==> src/rtl/bldc_commutation_ctrl.sv <==
// Six-step BLDC commutation sequencer.
// Turns synchronised hall states, a direction and a duty value into the six
// gate enables {AH,BH,CH,AL,BL,CL}. The high side is PWM-gated and the low
// side is held on. Every new conducting pattern is preceded by an all-off
// dead-time gap.
// Run, brake and fault are sequenced by a two-process FSM. The FSM state is
// exposed on `state`.
// Handshake: there is no valid/ready pair. enable/brake/dir/duty are levels
// sampled every pclk, and clear_fault is a single-cycle pulse.
module bldc_commutation_ctrl #(
    parameter int clk_freq_hz      = 54_000_000,
    parameter int pwm_freq_hz      = 100_000,
    parameter int dead_time_cycles = 27,
    parameter int duty_width       = $clog2(clk_freq_hz / pwm_freq_hz) + 1
) (
    input  logic                  pclk,
    input  logic                  preset_n,
    input  logic                  enable,
    input  logic                  brake,
    input  logic                  dir,
    input  logic [duty_width-1:0] duty,
    input  logic                  clear_fault,
    input  logic [2:0]            hall_values,
    output logic [5:0]            phase_enable,
    output logic [2:0]            state,
    output logic                  fault,
    output logic                  pwm_sync
);

    localparam int pwm_period = clk_freq_hz / pwm_freq_hz;
    localparam int cnt_w      = (pwm_period > 1) ? $clog2(pwm_period) : 1;
    localparam int dead_w     = (dead_time_cycles > 1) ? $clog2(dead_time_cycles) : 1;

    localparam logic [cnt_w-1:0]  pwm_last  = cnt_w'(pwm_period - 1);
    localparam logic [dead_w-1:0] dead_load = dead_w'(dead_time_cycles - 1);

    typedef enum logic [2:0] {
        S_IDLE  = 3'd0,
        S_DEAD  = 3'd1,
        S_RUN   = 3'd2,
        S_BRAKE = 3'd3,
        S_FAULT = 3'd4
    } state_t;

    logic [2:0]            hall_meta;
    logic [2:0]            hall_s;
    logic                  inv_prev_q;
    logic [cnt_w-1:0]      pwm_cnt;
    logic [duty_width-1:0] duty_q;

    state_t                state_q;
    state_t                state_d;
    logic                  tgt_brake_q;   // 1: DEAD ends in BRAKE, 0: DEAD ends in RUN
    logic                  tgt_brake_d;
    logic [dead_w-1:0]     dead_cnt_q;
    logic [dead_w-1:0]     dead_cnt_d;
    logic [5:0]            run_pat_q;     // pattern latched on RUN entry
    logic [5:0]            run_pat_d;
    logic [5:0]            phase_d;

    logic [5:0]            cw_pat;
    logic [5:0]            cur_pat;
    logic                  hall_invalid;
    logic [duty_width-1:0] duty_eff;
    logic                  pwm_on;
    logic                  running;

    // Two-flop synchroniser for the asynchronous hall inputs.
    always_ff @(posedge pclk or negedge preset_n) begin
        if (!preset_n) begin
            hall_meta  <= 3'b000;
            hall_s     <= 3'b000;
            inv_prev_q <= 1'b0;
        end else begin
            hall_meta  <= hall_values;
            hall_s     <= hall_meta;
            inv_prev_q <= hall_invalid;
        end
    end

    // Free-running PWM counter, the period-start pulse and duty sampling at count 0.
    always_ff @(posedge pclk or negedge preset_n) begin
        if (!preset_n) begin
            pwm_cnt  <= '0;
            pwm_sync <= 1'b0;
            duty_q   <= '0;
        end else begin
            pwm_cnt  <= (pwm_cnt == pwm_last) ? '0 : pwm_cnt + 1'b1;
            pwm_sync <= (pwm_cnt == pwm_last);
            if (pwm_cnt == '0) begin
                duty_q <= duty;
            end
        end
    end

    // Hall/direction to commutation pattern; CCW swaps high and low phases.
    always_comb begin
        cw_pat = 6'b000_000;
        case (hall_s)
            3'b101:  cw_pat = 6'b100_010;  // AH/BL
            3'b100:  cw_pat = 6'b100_001;  // AH/CL
            3'b110:  cw_pat = 6'b010_001;  // BH/CL
            3'b010:  cw_pat = 6'b010_100;  // BH/AL
            3'b011:  cw_pat = 6'b001_100;  // CH/AL
            3'b001:  cw_pat = 6'b001_010;  // CH/BL
            default: cw_pat = 6'b000_000;
        endcase
        cur_pat      = dir ? {cw_pat[2:0], cw_pat[5:3]} : cw_pat;
        hall_invalid = (hall_s == 3'b000) || (hall_s == 3'b111);
        // At count 0 the new duty value already governs this period.
        duty_eff     = (pwm_cnt == '0) ? duty : duty_q;
        pwm_on       = 32'(pwm_cnt) < 32'(duty_eff);
        running      = (state_q == S_RUN) || ((state_q == S_DEAD) && !tgt_brake_q);
    end

    // FSM next state, dead-time counter and next gate pattern.
    always_comb begin
        state_d     = state_q;
        tgt_brake_d = tgt_brake_q;
        dead_cnt_d  = dead_cnt_q;
        run_pat_d   = run_pat_q;
        phase_d     = 6'b000_000;

        if ((state_q != S_FAULT) && running && hall_invalid && inv_prev_q) begin
            state_d = S_FAULT;
        end else begin
            case (state_q)
                S_IDLE: begin
                    if (brake) begin
                        state_d     = S_DEAD;
                        tgt_brake_d = 1'b1;
                        dead_cnt_d  = dead_load;
                    end else if (enable) begin
                        if (hall_invalid) begin
                            state_d = S_FAULT;
                        end else begin
                            state_d     = S_DEAD;
                            tgt_brake_d = 1'b0;
                            dead_cnt_d  = dead_load;
                        end
                    end
                end
                S_RUN: begin
                    if (brake) begin
                        state_d     = S_DEAD;
                        tgt_brake_d = 1'b1;
                        dead_cnt_d  = dead_load;
                    end else if (!enable) begin
                        state_d = S_IDLE;
                    end else if (cur_pat != run_pat_q) begin
                        state_d     = S_DEAD;
                        tgt_brake_d = 1'b0;
                        dead_cnt_d  = dead_load;
                    end
                end
                S_DEAD: begin
                    if (!tgt_brake_q && brake) begin
                        tgt_brake_d = 1'b1;
                        dead_cnt_d  = dead_load;
                    end else if (!tgt_brake_q && !enable) begin
                        state_d = S_IDLE;
                    end else if (dead_cnt_q == '0) begin
                        if (tgt_brake_q) begin
                            state_d = S_BRAKE;
                        end else begin
                            state_d   = S_RUN;
                            run_pat_d = cur_pat;
                        end
                    end else begin
                        dead_cnt_d = dead_cnt_q - 1'b1;
                    end
                end
                S_BRAKE: begin
                    if (!brake) begin
                        state_d = S_IDLE;
                    end
                end
                S_FAULT: begin
                    if (clear_fault && !enable) begin
                        state_d = S_IDLE;
                    end
                end
                default: state_d = S_IDLE;
            endcase
        end

        case (state_d)
            S_RUN:   phase_d = {run_pat_d[5:3] & {3{pwm_on}}, run_pat_d[2:0]};
            S_BRAKE: phase_d = 6'b000_111;
            default: phase_d = 6'b000_000;
        endcase
    end

    // FSM register plus registered outputs, all updated on the same edge.
    always_ff @(posedge pclk or negedge preset_n) begin
        if (!preset_n) begin
            state_q      <= S_IDLE;
            tgt_brake_q  <= 1'b0;
            dead_cnt_q   <= '0;
            run_pat_q    <= 6'b000_000;
            phase_enable <= 6'b000_000;
            fault        <= 1'b0;
        end else begin
            state_q      <= state_d;
            tgt_brake_q  <= tgt_brake_d;
            dead_cnt_q   <= dead_cnt_d;
            run_pat_q    <= run_pat_d;
            phase_enable <= phase_d;
            fault        <= (state_d == S_FAULT);
        end
    end

    assign state = state_q;

endmodule

==> config.mk <==
export PLATFORM = sky130hd
export DESIGN_NAME = bldc_commutation_ctrl
export DESIGN_NICKNAME = d
export VERILOG_FILES = /design/src/rtl/bldc_commutation_ctrl.sv
export SDC_FILE = /design/constraint.sdc
export NUM_CORES = 1
export LEC_CHECK = 0
export ABC_AREA = 0
export BUFFER_PORTS_ARGS = -buffer_cell sky130_fd_sc_hd__buf_4
export CELL_PAD_IN_SITES_DETAIL_PLACEMENT = 1
export CELL_PAD_IN_SITES_GLOBAL_PLACEMENT = 2
export CORE_UTILIZATION = 41
export CTS_CLUSTER_DIAMETER = 150
export DETAILED_ROUTE_END_ITERATION = 8
export PLACE_DENSITY = 0.95
export REMOVE_ABC_BUFFERS = 1
export SLEW_MARGIN = 20
export SYNTH_ARGS = -nofsm -noshare
export SYNTH_HDL_FRONTEND = slang
export SYNTH_SLANG_ARGS = --single-unit
==> constraint.sdc <==
create_clock -name pclk -period 4.9 [get_ports pclk]
set_input_delay 0.735 -clock pclk [delete_from_list [all_inputs] [get_ports pclk]]
set_output_delay 0.735 -clock pclk [all_outputs]
set_load 0.01 [all_outputs]
---- Word level (Yosys, flattened, before mapping) ----
Index checks and enable logic that the tools add are counted.
operators by class
  reduce and logical (&&, ||, !) cells .... 18
  eq/ne operators ......................... 24
  magnitude comparators ................... 1
  add/sub/neg operators ................... 2
  bitwise operators ....................... 2
  mux-type cells .......................... 43
operators with widths
  operator               number
  $mux 5                 9
  $mux 6                 7
  $mux 3                 12
  $pmux 6 s6             1
  $eq 3x2->1 const B     6
  $eq 3x3->1 const B     6
  $ne 3x3->1 const B     6
  $pmux 3 s5             1
  $pmux 5 s3             1
  $pmux 6 s2             1
  $lt 10x11->1           1
  $mux 11                1
  $add 10x1->10 const B  1
  $eq 10x10->1 const B   1
  $logic_not 10->1       1
  $mux 10                1
  $mux 1                 8
  $reduce_and 8->1       1
  $logic_and 1x1->1      7
  $reduce_and 7->1       1
  $eq 3x1->1 const B     2
  $logic_not 3->1        2
  $ne 6x6->1             1
  $logic_not 5->1        1
  other kinds (9)        11
word-level totals
  output and inout port bits .............. 11
  flip-flop bits (word level) ............. 51
  word-level logic and storage cells ...... 102
  input port bits ......................... 20

---- Logic depth before layout (Yosys ltp) ----
Gate-level depths: netlist of run 1.
  word-level depth ........................ 11
  mapped depth ............................ 13
  depth with buffers taken out ............ 12

---- Least setup slack after synthesis of run 1 ----
Ideal clock, no wire load.
  path type ............................... flip-flop to flip-flop
  start point ............................. register pwm_cnt[0]
  end point ............................... register phase_enable[3]
  buffers on the path ..................... 1
  arrival time ............................ 2.791 ns
  data required time ...................... 4.833 ns
  setup slack ............................. 2.042 ns
  library setup time ...................... 0.067 ns
  stages on the path, launching flop included .. 14
  period minus slack after synthesis ...... 2.858 ns
  cells stage by stage .................... dfrtp_1 > inv_1 > ha_1 > or4b_1 > nor3_4 > buf_6 > mux2i_1 > ha_1 > a211oi_1 > o211ai_1 > o211a_1 > o211ai_1 > nand4bb_1 > and3b_1
on the way
  cells in the longest elaborated chain, start to end .. 5
ends and longest elaborated chain
  what                      line  RTL
  start: declaration        48    logic [cnt_w-1:0] pwm_cnt;
  start signal: assignment  88    pwm_cnt <= (pwm_cnt == pwm_last) ? '0 : pwm_cnt + 1'b1;
  $logic_not 10->1          111   duty_eff = (pwm_cnt == '0) ? duty : duty_q;
  $mux 11                   --
  $lt 10x11->1 *            112   pwm_on = 32'(pwm_cnt) < 32'(duty_eff);
  $and 3x3->3 *             188   S_RUN: phase_d = {run_pat_d[5:3] & {3{pwm_on}}, run_pat_d[2:0]};
  $pmux 6 s2 *              187   case (state_d)
  named net phase_d[3]      59    logic [5:0] phase_d;
  end signal: assignment    208   phase_enable <= phase_d;
  end: declaration          24    output logic [5:0] phase_enable,
Mark *: on every way through the listed nets, which the timed path passes. The rest lies on a longest branch.
A chain may end at the register's enable or synchronous reset.

---- Worst setup path after layout of run 1 ----
  start point ............................. register pwm_cnt[0]
  end point ............................... register phase_enable[5]
The elaborated chain is that of the path after synthesis.

==> out/summary.txt, run 1 <==
Status: completed
CP arrival: 3.70 ns
Routed WL per cell: 16.7 µm
Hold endpoint: hall_s[1]$_DFF_PN0_
Post-DP HPWL: 4.72 mm
#FFs+latches synth: 51
Worst rel slew slack: 52.8%
Synth Flop Type: dfrtp_1
Routed vias: 2185
DIE HEIGHT: 85.3 µm
Layout cells sized above 1: 16.4%
Die X: 85.3 µm
Worst path cell trace: inv_1 > ha_1 > or4b_1 > nor3_4 > mux2i_1 > ha_1 > a211oi_1 > o211ai_1 > o211a_1 > o211ai_1 > nand4bb_1 > and3b_1
Tcrit/Tclk final: 70.5%
Final net count: 336
Drt pass-1 iters: 3
Post-Route WL: 6.36 mm
Clk_lat worst skew: 0.31 ns
Worst Hold Depth: 0
Layout Utilization: 49.2%
# setup viols final: 0
Layout area overhead: 13.0%
Async S/R FF share, synth: 100%
Core Area: 6530 µm²
CTS tree: yes
WP depth: 12
Area occupied by multi-input gates: 1430 µm²
Worst Path Buf+Inv: 1
GRT Total Usage: 18.8%
Largest net degree at the start of global routing: 52
Count of mapped cells out of synthesis: 278
Post-CTS setup buffer count: 0
RSZ-0062 raised after global routing: false
Worst hold path class: reg -> reg
FF/Latch Area: 1280 µm²
CTS buffer count: 5
IO buf count: 30
Worst hold start: hall_meta[1]$_DFF_PN0_
Hold_buf cts: 0
Synth cell types: 58
Die area: 7280 µm²
Vias per inst: 5.72
PwrDens: 333 nW/µm²
CTS max path bufs: 2
Worst-path clk slew: 0.09 ns
Worst-case reg-to-reg path depth: 12
Cell Rows: 29
CP Capture Type: register
DRT iter0 DRCs: 70
Critical path class: reg -> reg
Worst-margin pin slew: 0.706 ns
Peak supply drop: 0.145 mV
Max Clock Freq: 289 MHz
Setup TNS: 0 ns
GR Util met2: 32.9%
RePlAce Congestion: 0.730
Reg2reg start: pwm_cnt[0]$_DFF_PN0_
Max Slew Vio Count: 0
Element type at the critical path start: register
Layout fillers: 726
Grt peak-use layer: met2
Req. time, crit path: 5.14 ns
Fin Clk Skew: 0.00881 ns
Crit-path leading delay family: simple AND/OR/NAND/NOR gates
H-tree levels: 2
DRC Markers: 0
Post-synthesis cell area: 2850 µm²
P_leak: 1.49 nW
Diodes inserted: 0
Clk sinks: 51
Synth warn: 0
GR Overflow Total: 0
Top-Level Pins: 31
RR Endpoint: phase_enable[5]$_DFF_PN0_
CP max stage cell: nor3_4
Root buf cell: clkbuf_8
CTS resizes: 0
DRT antenna net count: 0
Worst path max stage delay: 0.57 ns
Fin. Hold Viols: 0
EDFF count, synth: 0
Routing usage on met3: 3.60%
CP max FO: 11
Mean Syn Cell Area: 10.2 µm²
Number of global-route vias before repair: 2216
Reg2Reg Setup Slack: 1.44 ns
Sequential-to-total area share from yosys stat: 44.9%
Starting Density: 43.6%
GR Util met1: 24.2%
Max cap viols: 0
Antenna violations before repair: 0
Tmin final: 3.46 ns
First-pass GRT wire length: 10.8 mm
[cell usage in the layout, fill, tap and decap left out, types with 2 or more instances in the layout]
cell type  count
mux2_2         3
and3_1         3
dfrtp_1       51
clkbuf_8       7
nand3_1        7
nor2_1        16
nor4bb_1       8
a211oi_1       2
o2bb2ai_1      2
nor3_1         8
a22o_1         2
xnor2_1        3
o21ai_0       14
o211ai_1       6
nor4_1         3
xor2_1         5
buf_4         30
inv_1         23
and3b_1        5
or3b_1         2
a21oi_1       10
or4b_1         5
nand2_1       19
ha_1          12
mux2i_1       14
nand2b_1       6
nor2b_1        5
o41ai_1        2
o21ai_1        3
[layout make-up]
type / count / share of cell area [%]
Clock buffer: 7 / 3.00
Inverter: 23 / 2.69
Multi-Input combinational cell: 193 / 44.4
Sequential cell: 51 / 39.7
Clock inverter: 1 / 0.234
Tap cell: 77 / 3.00
Timing Repair Buffer: 30 / 7.01
[per-stage QoR]
step | power (mW) | setup slack [ns] | instances | hold slack, ns | cell area, µm²
floorplan | 0.710 | 1.87 | 267 | 0.331 | 2790
global placement | 0.796 | 1.61 | 374 | 0.333 | 3110
detailed placement | 0.813 | 1.45 | 374 | 0.342 | 3110
CTS | 1.08 | 1.41 | 382 | 0.364 | 3210
global route | 1.13 | 1.18 | 382 | 0.375 | 3210
finish | 1.07 | 1.44 | 382 | 0.361 | 3210
[routing by layer]
layer / wire length, µm / part of all wire, %
met5: 0 / 0
met4: 55 / 0.86
met3: 146 / 2.3
met2: 3170 / 50
met1: 2990 / 47
[worst max-delay path by stage]
stage                                      to                  from  slack (ns)
floorplan           phase_enable[3]$_DFF_PN0_  pwm_cnt[0]$_DFF_PN0_        1.87
global placement    phase_enable[4]$_DFF_PN0_  pwm_cnt[0]$_DFF_PN0_        1.61
detailed placement  phase_enable[5]$_DFF_PN0_  pwm_cnt[0]$_DFF_PN0_        1.45
CTS                 phase_enable[5]$_DFF_PN0_  pwm_cnt[0]$_DFF_PN0_        1.41
global route        phase_enable[4]$_DFF_PN0_  pwm_cnt[0]$_DFF_PN0_        1.18
finish              phase_enable[5]$_DFF_PN0_  pwm_cnt[0]$_DFF_PN0_        1.44
[cells by family (layout without fill, tap and decap cells)]
kind of cell,Yosys count,count (layout),share of synthesized area [%]
buffers and inverters,34,61,5.01
multiplexers,18,18,6.51
flip-flops,51,51,44.9
XOR/XNOR,8,8,2.46
adder cells (fa/ha/maj),12,12,5.28
AND/OR/NAND/NOR,100,100,22.6
AO/OA/AOI/OAI,55,55,13.3
[Yosys cell counts (2+ instances only)]
master | count | area share (%)
and3b_1 | 5 | 1.5
dfrtp_1 | 51 | 45
o21ai_0 | 14 | 2.5
nand2_1 | 19 | 2.5
ha_1 | 12 | 5.3
and3_1 | 3 | 0.66
nor4bb_1 | 8 | 2.8
o2bb2ai_1 | 2 | 0.62
clkbuf_1 | 4 | 0.53
a22o_1 | 2 | 0.62
o21ai_1 | 3 | 0.53
a21oi_1 | 10 | 1.8
inv_1 | 23 | 3.0
nand3_1 | 7 | 1.2
a211oi_1 | 2 | 0.53
xor2_1 | 5 | 1.5
o211ai_1 | 6 | 1.6
mux2_2 | 3 | 1.2
nand2b_1 | 6 | 1.3
or3b_1 | 2 | 0.62
nor3_1 | 8 | 1.4
mux2i_1 | 14 | 4.9
o41ai_1 | 2 | 0.62
or4b_1 | 5 | 1.8
nor2_1 | 16 | 2.1
buf_2 | 6 | 1.1
nor4_1 | 3 | 0.66
xnor2_1 | 3 | 0.92
nor2b_1 | 5 | 1.1
[report_power, final]
part           total, mW  switching (mW)  internal [mW]
sequential         0.524          0.0590          0.465
combinational      0.277           0.148          0.128
clock              0.271           0.142          0.129
[worst register-to-register path: cells and delay by family, from the launching register on]
kind / cells / cell delay (ns)
AO/OA/AOI/OAI: 4 / 0.68
adder cells (fa/ha/maj): 2 / 0.41
buffers and inverters: 1 / 0.08
flip-flops: 1 / 0.45
multiplexers: 1 / 0.34
AND/OR/NAND/NOR: 4 / 1.45
[sequential cells by signal (all words and copies together) (netlist names)]
name,flops
dead_cnt_q,5
duty_q,11
fault,1
hall_meta,3
hall_s,3
inv_prev_q,1
phase_enable,6
pwm_cnt,10
pwm_sync,1
run_pat_q,6
state,3
tgt_brake_q,1
Power figures use the tool's default switching activity.
==> inputs of run 2 (changes only) <==
--- a/config.mk
+++ b/config.mk
@@ -9,10 +9,10 @@
 export BUFFER_PORTS_ARGS = -buffer_cell sky130_fd_sc_hd__buf_4
 export CELL_PAD_IN_SITES_DETAIL_PLACEMENT = 1
 export CELL_PAD_IN_SITES_GLOBAL_PLACEMENT = 2
-export CORE_UTILIZATION = 41
+export CORE_UTILIZATION = 38
 export CTS_CLUSTER_DIAMETER = 150
 export DETAILED_ROUTE_END_ITERATION = 8
-export PLACE_DENSITY = 0.95
+export PLACE_DENSITY = 0.91
 export REMOVE_ABC_BUFFERS = 1
 export SLEW_MARGIN = 20
 export SYNTH_ARGS = -nofsm -noshare
==> constraint.sdc (replaced) <==
create_clock -name pclk -period 3.25 [get_ports pclk]
set_input_delay 0.4875 -clock pclk [delete_from_list [all_inputs] [get_ports pclk]]
set_output_delay 0.4875 -clock pclk [all_outputs]
set_load 0.01 [all_outputs]
==> run 2 against run 1 <==
  * Fmax grew 12%
  * Cell count grew 8.1%
  * Non-clock buffer count grew 10
  * Clock power grew 56%
  * Largest cell class unchanged
==> out/summary.txt, run 2 (synthesis gave the netlist of run 1 again) <==
Dpl cells: 400
Layout Utilization: 46.5%
Critical path class: reg -> reg
Crit-path leading delay family: simple AND/OR/NAND/NOR gates
Max reg flops: 11
Tmin final: 3.08 ns
Setup TNS: 0 ns
Worst-path clk slew: 0.09 ns
Fin Clk Skew: 0.0124 ns
CP max FO: 6
First-pass GRT wire length: 10.8 mm
Layout area overhead: 18.4%
Post-Route WL: 6.44 mm
P_leak: 1.56 nW
Peak supply drop: 0.216 mV
Most frequent cells in the layout: dfrtp_1, buf_4, inv_1
Worst Path Buf+Inv: 3
Cell Rows: 31
FF/Latch Area: 1280 µm²
Die X: 88.5 µm
DRT antenna net count: 0
Max Slew Vio Count: 0
CP Capture Type: register
Status: completed
IO buf count: 30
Antenna violations before repair: 0
Top reg by flops: duty_q
Non-Filler Instances: 413
Fin. Hold Viols: 0
Most used cell, CP: ha_1
Vias per inst: 5.38
Element type at the critical path start: register
Area occupied by multi-input gates: 1460 µm²
Worst-margin pin slew: 0.678 ns
DRT iter0 DRCs: 76
Top-Level Pins: 31
DIE HEIGHT: 88.5 µm
Worst path max stage delay: 0.49 ns
Drt pass-1 iters: 4
Root buf cell: clkbuf_8
PwrDens: 484 nW/µm²
Worst hold path class: in -> async
Worst path cell trace: inv_1 > ha_1 > or4b_1 > nor3_4 > buf_12 > buf_4 > mux2i_1 > ha_1 > o21ai_1 > a21oi_1 > o211a_1 > o211ai_1 > nand4bb_1 > and3b_1
Post-DP HPWL: 4.73 mm
Diodes inserted: 0
Most common cell after layout, fill and taps aside: dfrtp_1
GR Overflow Total: 0
Max Clock Freq: 325 MHz
Clk_lat worst skew: 0.30 ns
CTS buffer count: 5
Tcrit/Tclk final: 94.6%
RePlAce Congestion: 0.769
GRT Total Usage: 18.0%
Layout fillers: 826
Die area: 7840 µm²
CTS tree: yes
Overall Power: 1.63 mW
Max cap viols: 0
Largest regs: duty_q: 11 flops, pwm_cnt: 10 flops
Routed WL per cell: 15.6 µm
H-tree levels: 2
Routed vias: 2222
CP arrival: 3.31 ns
Worst rel slew slack: 54.4%
Starting Density: 39.2%
Final net count: 346
CTS max path bufs: 2
CP max stage cell: or4b_1
Largest net degree at the start of global routing: 52
Req. time, crit path: 3.49 ns
DRC Markers: 0
Clk sinks: 51
# setup viols final: 0
Number of global-route vias before repair: 2241
Placement Setup Slack: 0.0533 ns
Core Area: 7250 µm²
Layout cells sized above 1: 20.1%
Final Worst Setup Slack: 0.174 ns
==> run 2: changes by cell type in the layout (fill, tap and decap cells not counted), sizes merged <==
cell	previous run	this run
buf	30	40
bufinv	0	1
clkbuf	7	6
clkinvlp	1	0
==> run 2: what timing repair did <==
item	in CTS	in global routing
setup buffers	0	6
gates resized for setup	0	12
endpoints found under the setup margin	0	3
hold buffers	0	0
==> run 2: final timing paths <==
path | cells after the start | slack, ns | from | endpoint
max | 14 | 0.17 | pwm_cnt[0]$_DFF_PN0_ | phase_enable[4]$_DFF_PN0_
min | 1 | 0.22 | preset_n | hall_meta[0]$_DFF_PN0_
max reg2reg | 14 | 0.17 | pwm_cnt[0]$_DFF_PN0_ | phase_enable[4]$_DFF_PN0_
min reg2reg | 0 | 0.35 | hall_meta[1]$_DFF_PN0_ | hall_s[1]$_DFF_PN0_
max in group asynchronous | 1 | 2.59 | preset_n | hall_meta[1]$_DFF_PN0_
min in group pclk | 1 | 0.30 | hall_values[2] | hall_meta[2]$_DFF_PN0_
==> run 2: layer usage <==
| layer | global-route usage [%] | share of wire (%) |
|---|---|---|
| met5 | 0 | 0 |
| met4 | 4.25 | 0.99 |
| met3 | 2.99 | 3.2 |
| met2 | 30.3 | 50 |
| met1 | 24.2 | 45 |
==> run 2: area by class of cell <==
type / instances / share of cell area, %
tap: 99 / 3.68
clock inverter: 1 / 0.891
multi-input combinational: 193 / 43.4
timing repair buffer: 40 / 9.39
sequential: 51 / 37.9
clock buffer: 6 / 2.15
inverter: 23 / 2.56
==> run 2: power by group <==
group	switching [mW]	internal (mW)	total, mW
logic	0.222	0.196	0.418
registers	0.0895	0.701	0.790
clock network	0.197	0.226	0.423
total	0.508	1.12	1.63
==> run 2: through the flow <==
step,hold WS (ns),cell area (µm²)
finish,0.220,3370
global route,0.261,3370
CTS,0.234,3270
detailed placement,0.341,3170
global placement,0.332,3170
floorplan,0.192,2790
